--- src/rtl/cpu_pipe_pkg.sv ---
// Shared pipeline definitions: prediction strategies, NOP encoding and
// BTB saturating-counter constants and helper.
package cpu_pipe_pkg;

   localparam logic [1:0] NOT_TAKEN    = 2'b00;
   localparam logic [1:0] TAKEN        = 2'b01;
   localparam logic [1:0] DELAY_SLOT   = 2'b10;

   localparam logic [31:0] NOP         = 32'h0000_0000;

   localparam logic [1:0] WEAK_TAKEN   = 2'd2;
   localparam logic [1:0] STRONG_TAKEN = 2'd3;

   // Two-bit saturating counter step toward the resolved outcome.
   function automatic logic [1:0] sat_step(input logic [1:0] ctr, input logic taken);
      logic [1:0] res;
      res = ctr;
      if (taken) begin
         if (ctr != STRONG_TAKEN) res = ctr + 2'd1;
      end else begin
         if (ctr != 2'd0) res = ctr - 2'd1;
      end
      return res;
   endfunction

endpackage

--- src/rtl/branch_target_buffer.sv ---
// Direct-mapped branch target buffer: combinational lookup for the fetch PC,
// one registered training port fed from EX, valid bits cleared by reset.
module branch_target_buffer
   import cpu_pipe_pkg::*;
#(
   parameter int ENTRIES = 16
) (
   input  logic        clk,
   input  logic        rst,
   input  logic [31:0] lookup_pc,
   output logic        lookup_hit,
   output logic [31:0] lookup_target,
   output logic        lookup_pred,
   input  logic        upd_en,
   input  logic [31:0] upd_pc,
   input  logic        upd_taken,
   input  logic [31:0] upd_target
);

   localparam int IW = $clog2(ENTRIES);
   localparam int TW = 30 - IW;

   logic [ENTRIES-1:0] valid_reg;
   logic [TW-1:0]      tag_mem    [ENTRIES];
   logic [31:0]        target_mem [ENTRIES];
   logic [1:0]         ctr_mem    [ENTRIES];

   logic [IW-1:0] l_idx, u_idx;
   logic [TW-1:0] l_tag, u_tag;
   logic          u_hit;
   logic          unused_low_bits;

   assign l_idx = lookup_pc[IW+1:2];
   assign l_tag = lookup_pc[31:IW+2];
   assign u_idx = upd_pc[IW+1:2];
   assign u_tag = upd_pc[31:IW+2];
   assign unused_low_bits = ^{lookup_pc[1:0], upd_pc[1:0]};

   // Lookup reflects contents before any same-cycle training write.
   always_comb begin
      lookup_hit    = valid_reg[l_idx] && (tag_mem[l_idx] == l_tag);
      lookup_target = target_mem[l_idx];
      lookup_pred   = lookup_hit && (ctr_mem[l_idx] >= WEAK_TAKEN);
      u_hit         = valid_reg[u_idx] && (tag_mem[u_idx] == u_tag);
   end

   // Valid bits: cleared by reset, set when a taken branch allocates.
   always_ff @(posedge clk or posedge rst) begin
      if (rst) begin
         valid_reg <= '0;
      end else if (upd_en && upd_taken) begin
         valid_reg[u_idx] <= 1'b1;
      end
   end

   // Tag/target/counter storage needs no reset; valid bits gate it.
   always_ff @(posedge clk) begin
      if (upd_en) begin
         if (u_hit) begin
            ctr_mem[u_idx] <= sat_step(ctr_mem[u_idx], upd_taken);
            if (upd_taken) target_mem[u_idx] <= upd_target;
         end else if (upd_taken) begin
            tag_mem[u_idx]    <= u_tag;
            target_mem[u_idx] <= upd_target;
            ctr_mem[u_idx]    <= WEAK_TAKEN;
         end
      end
   end

endmodule

--- src/rtl/fetch_predict_stage.sv ---
// Instruction fetch stage: PC register, next-PC prediction, EX-driven
// redirect/squash and the IF/ID instruction register.
module fetch_predict_stage
   import cpu_pipe_pkg::*;
#(
   parameter logic [31:0] RESET_PC    = 32'h0,
   parameter int          BTB_ENTRIES = 16
) (
   input  logic        clk,
   input  logic        rst,
   input  logic [1:0]  strategy,
   input  logic        stall,
   input  logic        ex_resolve,
   input  logic [31:0] ex_pc,
   input  logic        ex_taken,
   input  logic [31:0] ex_target,
   input  logic        ex_pred_taken,
   input  logic [31:0] imem_data,
   output logic [31:0] PC,
   output logic [31:0] IFIR,
   output logic [31:0] if_pc,
   output logic        if_pred_taken,
   output logic        if_valid,
   output logic        flush_id
);

   logic        btb_hit;
   logic [31:0] btb_target;
   logic        btb_pred;

   logic        pred_taken;
   logic [31:0] next_pc;
   logic        mispredict;
   logic [31:0] redirect_pc;

   branch_target_buffer #(.ENTRIES(BTB_ENTRIES)) u_btb (
      .clk           (clk),
      .rst           (rst),
      .lookup_pc     (PC),
      .lookup_hit    (btb_hit),
      .lookup_target (btb_target),
      .lookup_pred   (btb_pred),
      .upd_en        (ex_resolve),
      .upd_pc        (ex_pc),
      .upd_taken     (ex_taken),
      .upd_target    (ex_target)
   );

   // Prediction, mispredict detection and squash of the ID instruction.
   // In delay-slot mode the ID instruction is the slot and survives.
   always_comb begin
      pred_taken  = (strategy == TAKEN) && btb_hit && btb_pred;
      next_pc     = pred_taken ? btb_target : PC + 32'd4;
      mispredict  = ex_resolve && (ex_taken != ex_pred_taken);
      redirect_pc = ex_taken ? ex_target : ex_pc + 32'd4;
      flush_id    = !rst && mispredict && (strategy != DELAY_SLOT);
   end

   // PC and IF/ID register: redirect beats stall, stall beats advance.
   always_ff @(posedge clk or posedge rst) begin
      if (rst) begin
         PC            <= RESET_PC;
         IFIR          <= NOP;
         if_pc         <= 32'h0;
         if_pred_taken <= 1'b0;
         if_valid      <= 1'b0;
      end else if (mispredict) begin
         PC            <= redirect_pc;
         IFIR          <= NOP;
         if_pred_taken <= 1'b0;
         if_valid      <= 1'b0;
      end else if (!stall) begin
         PC            <= next_pc;
         IFIR          <= imem_data;
         if_pc         <= PC;
         if_pred_taken <= pred_taken;
         if_valid      <= 1'b1;
      end
   end

endmodule

--- config.mk ---
export PLATFORM = sky130hd
export DESIGN_NAME = fetch_predict_stage
export DESIGN_NICKNAME = d
export VERILOG_FILES = /design/src/rtl/cpu_pipe_pkg.sv /design/src/rtl/branch_target_buffer.sv /design/src/rtl/fetch_predict_stage.sv
export SDC_FILE = /design/constraint.sdc
export NUM_CORES = 2
export LEC_CHECK = 0
export BUFFER_PORTS_ARGS = -buffer_cell sky130_fd_sc_hd__buf_2
export CAP_MARGIN = 40
export CORE_UTILIZATION = 55
export DETAILED_ROUTE_END_ITERATION = 10
export PLACE_DENSITY = 0.84
export SLEW_MARGIN = 20
export SYNTH_ARGS = -nofsm -noshare
export SYNTH_HDL_FRONTEND = slang
export SYNTH_SLANG_ARGS = --single-unit
--- constraint.sdc ---
create_clock -name clk -period 4.1 [get_ports clk]
set_clock_uncertainty 0.2 [all_clocks]
set_input_delay 0.205 -clock clk [delete_from_list [all_inputs] [get_ports clk]]
set_output_delay 0.205 -clock clk [all_outputs]
set_load 0.05 [all_outputs]
==> results by group <==
Die
  – Die Span Y: 296 µm
  – Core Area: 85300 µm²
  – Initial core utilization: a little under three fifths
  – Boundary Pins: 203
  – Width of the die: around 300 µm
  – Die footprint: 87500 µm²
  – Core Rows: between 100 and 150

Pwr
  – Sw frac: 31.1%
  – Pwr dens: 555 nW/µm²
  – Internal power: 0.0214 W
  – Leak: about 19 nW
  – Maximum VDD drop: 0.530 mV
  – Seq pwr share: 40.8%
  – Clk pwr share: 31.7%
  – Share of power burned in combinational logic: 27.4%
  – NetSw: about 0.0097 W

Route
  – Vias: approximately 30000
  – Drt first-iter violations: about 4800
  – Vias per Instance: 7.05
  – DR pass1 iterations: 6
  – Routed Antenna Nets: 0
  – DRC violation count after routing: 0
  – Detailed Route WL: 148 mm
  – Routed length per instance: 35.1 µm

Yosys
  – Asr flop ratio synth: 10.6%
  – Syn nets: 2682
  – Top cells by area, synth: edfxtp_1 (61%), mux4_2 (18%), dfrtp_1 (6.0%)
  – Yosys top cell area share: 60.7%
  – Largest family of logic cells by synthesized area: multiplexers
  – Number of flops mapped to enable cells by yosys: 960
  – Synth Area in Adders: 0.132%
  – Mux share of post-synthesis cell area: 22.1%
  – Synth Area in Compound Gates: 2.32%
  – Netlist cell types: 71
  – Mapped Cells: 2573
  – Mapped Avg Cell Area: 18.5 µm²
  – Synth Register Bits: 1074
  – Post-synth top area cell: edfxtp_1
  – Ys flop type: edfxtp_1
  – Synth top cells by count: edfxtp_1 (960), mux4_2 (389), mux2i_1 (155)
  – Post-Synth XOR/XNOR Area: 1.86%
  – Seq/Total Area, Yosys: 66.7%
  – Synth warnings: 0
  – Post-Syn Area: between 40000 and 50000 µm²
  – Post-Synth Simple-Gate Area: 4.84%
  – Most frequent cell after synthesis: edfxtp_1

STA
  – Final worst-path cycle share: 98.4%
  – Final setup slack of the worst path: 0.0643 ns
  – RSZ-0062 raised after global routing: false
  – Tmin final: ~4 ns
  – Worst slew margin: 47.1%
  – Setup-failing EPs final: 0
  – Worst slew pin tran: 0.773 ns
  – Setup_tns: 0 ns
  – Max Freq: 248 MHz
  – Max-slew violation total from the final report: 0
  – Fin. Hold Viols: 0

Clocking
  – CTS root buf: clkbuf_16
  – Number of CTS-inserted buffers: 102
  – CTS tree: done
  – CTS clk-pin slew, worst paths: 0.07 ns
  – Max Buffers Root-to-Sink: 3
  – # clock sinks: 1074
  – H-tree levels: 3
  – Clk_lat worst skew: a little over 0.7 ns

Final layout
  – Max FFs per register: a little over 500
  – Final Util: 65.6%
  – Filler instances: around 5400
  – Most flop-heavy register: u_btb.target_mem
  – P&R area growth vs syn: 17.9%
  – Top Registers: u_btb.target_mem: 512 flops, u_btb.tag_mem: 416 flops
  – Final Cell Area: 56000 µm²
  – Nets: roughly 3100
  – Share of cells above drive strength 1: 33.8%

Hold path
  – Type of the tightest min-delay check: primary input to register

Worst setup path
  – CP peak stage delay: 0.53 ns
  – Type of origin of the critical path: register
  – Setup CP Type: register to register
  – Crit path top cell by count: buf_4
  – Worst Path Arrival: 4.42 ns
  – Crit end category: register
  – Crit-path cells: clkbuf_4 -> buf_4 -> mux4_2 -> mux4_2 -> xnor2_1 -> nand2_1 -> nand4b_1 -> nor4b_2 -> buf_4 -> nand3_2 -> buf_4 -> nor3_1 -> and4b_1
  – CP Max Fanout: 11
  – Critical path's slowest cell: dfrtp_4
  – CP required: ~4.5 ns

Flow run
  – Maximum capacitance violations: 0

Placed design
  – Gpl congestion: just under 1
  – Dpl ws: -0.109 ns
  – PortBufs: 202
  – Cell Area, Placed: 51300 µm²
  – DPL Wire Length: ~90 mm

Global route
  – Vias in the first global route: 30290
  – Largest net degree at the start of global routing: 113
  – Remaining Overflow, GRT: 0
  – GRT Util Overall: 34.1%
  – Initial antenna violation count: 3
  – First-pass GRT wire length: approximately 210 mm

Run status
  – Status: finished, final reports clean
[critical path: cells and delay by family (launching register included)]
family / cells / cell delay (ns)
flops: 1 / 0.53
mux: 2 / 1.03
buf+inv: 4 / 0.78
simple gates: 6 / 1.22
xor+xnor: 1 / 0.16
[area by class of cell]
| type | count | area, µm² | area share (%) |
|---|---|---|---|
| Timing Repair Buffer | 497 | 4110 | 7.34 |
| Sequential cell | 1074 | 31700 | 56.6 |
| Clock buffer | 125 | 2760 | 4.93 |
| Multi-Input combinational cell | 1299 | 15100 | 27.0 |
| Antenna cell | 2 | 5.00 | 0.00894 |
| Inverter | 18 | 71.3 | 0.127 |
| Tap cell | 1144 | 1430 | 2.56 |
| Clock inverter | 69 | 778 | 1.39 |
[routing by layer]
metal / global-route usage (%) / vias to the layer above / share of wire (%)
met5: 0 / - / 0.013
met4: 16.8 / 4 / 5.3
met3: 9.95 / 553 / 14
met2: 53.8 / 2707 / 48
met1: 43.5 / 15209 / 33
li1: - / 11343 / -
[kinds of logic after synthesis]
kind of cell	Yosys count
buf+inv	200
fa+ha+maj	5
xor+xnor	101
mux	556
simple gates	470
compound gates	167
flops	1074
[path summary, 6_finish.rpt]
check	startpoint	to	slack, ns	cells past startpoint
worst max-delay path	PC[3]	PC[31]	0.06	13
worst min-delay path	ex_resolve	u_btb.ctr_mem[4][0]	0.06	3
worst max register to register	PC[3]	PC[31]	0.06	13
worst min register to register	if_pc[25]	if_pc[25]	0.28	2
max in group asynchronous	rst	IFIR[18]	2.15	6
min in group asynchronous	rst	if_pc[2]	0.52	4
[power groups by stage]
stage	clock (W)	sequential [W]	combinational, W
2_1_floorplan	0	0.0133	0.00489
5_1_grt	0.0102	0.0127	0.00879
3_5_place_dp	0	0.0129	0.00799
4_1_cts	0.00985	0.0127	0.00814
3_3_place_gp	0	0.0129	0.00783
6_report	0.00986	0.0127	0.00852
[cells in the final DEF, fill, tap and decap left out, drive strengths merged, types with 3 or more instances in the layout]
cell / instances
nor2: 96
mux4: 392
nand4: 18
and4: 9
nor2b: 12
xnor2: 77
a22oi: 7
dfrtp: 114
clkbuf: 128
nand2b: 15
o31a: 5
o22ai: 7
nand2: 151
inv: 19
ha: 5
a31oi: 19
and3: 18
nand3: 51
edfxtp: 960
dlygate4sd3: 95
a21oi: 25
or2: 17
o21ai: 46
clkinv: 48
nor4: 10
nor3: 47
mux2: 9
a2111oi: 4
a211oi: 7
mux2i: 155
a22o: 3
o211ai: 18
or3: 3
nor4b: 3
and2: 9
clkinvlp: 9
xor2: 24
buf: 399
bufinv: 11
o221ai: 8
[stage by stage]
| stage | hold WS [ns] | power, W | instances |
|---|---|---|---|
| finish | 0.0626 | 0.0311 | 4228 |
| global route | 0.0761 | 0.0317 | 4227 |
| CTS | 0.0199 | 0.0307 | 4211 |
| detailed placement | 0.0825 | 0.0209 | 3922 |
| global placement | 0.244 | 0.0207 | 3921 |
| floorplan | 0.104 | 0.0182 | 2573 |
[timing repair]
| action | in CTS | in global routing |
|---|---|---|
| hold buffers | 95 | 0 |
| setup buffers | 0 | 11 |
| cloned | 0 | 1 |
| endpoints found under the setup margin | 3 | 33 |
| pin swaps | 0 | 1 |
| hold endpoints to repair | 1051 | 0 |
| gates resized for setup | 1 | 5 |
No activity file was read; power rests on OpenSTA's default activity.
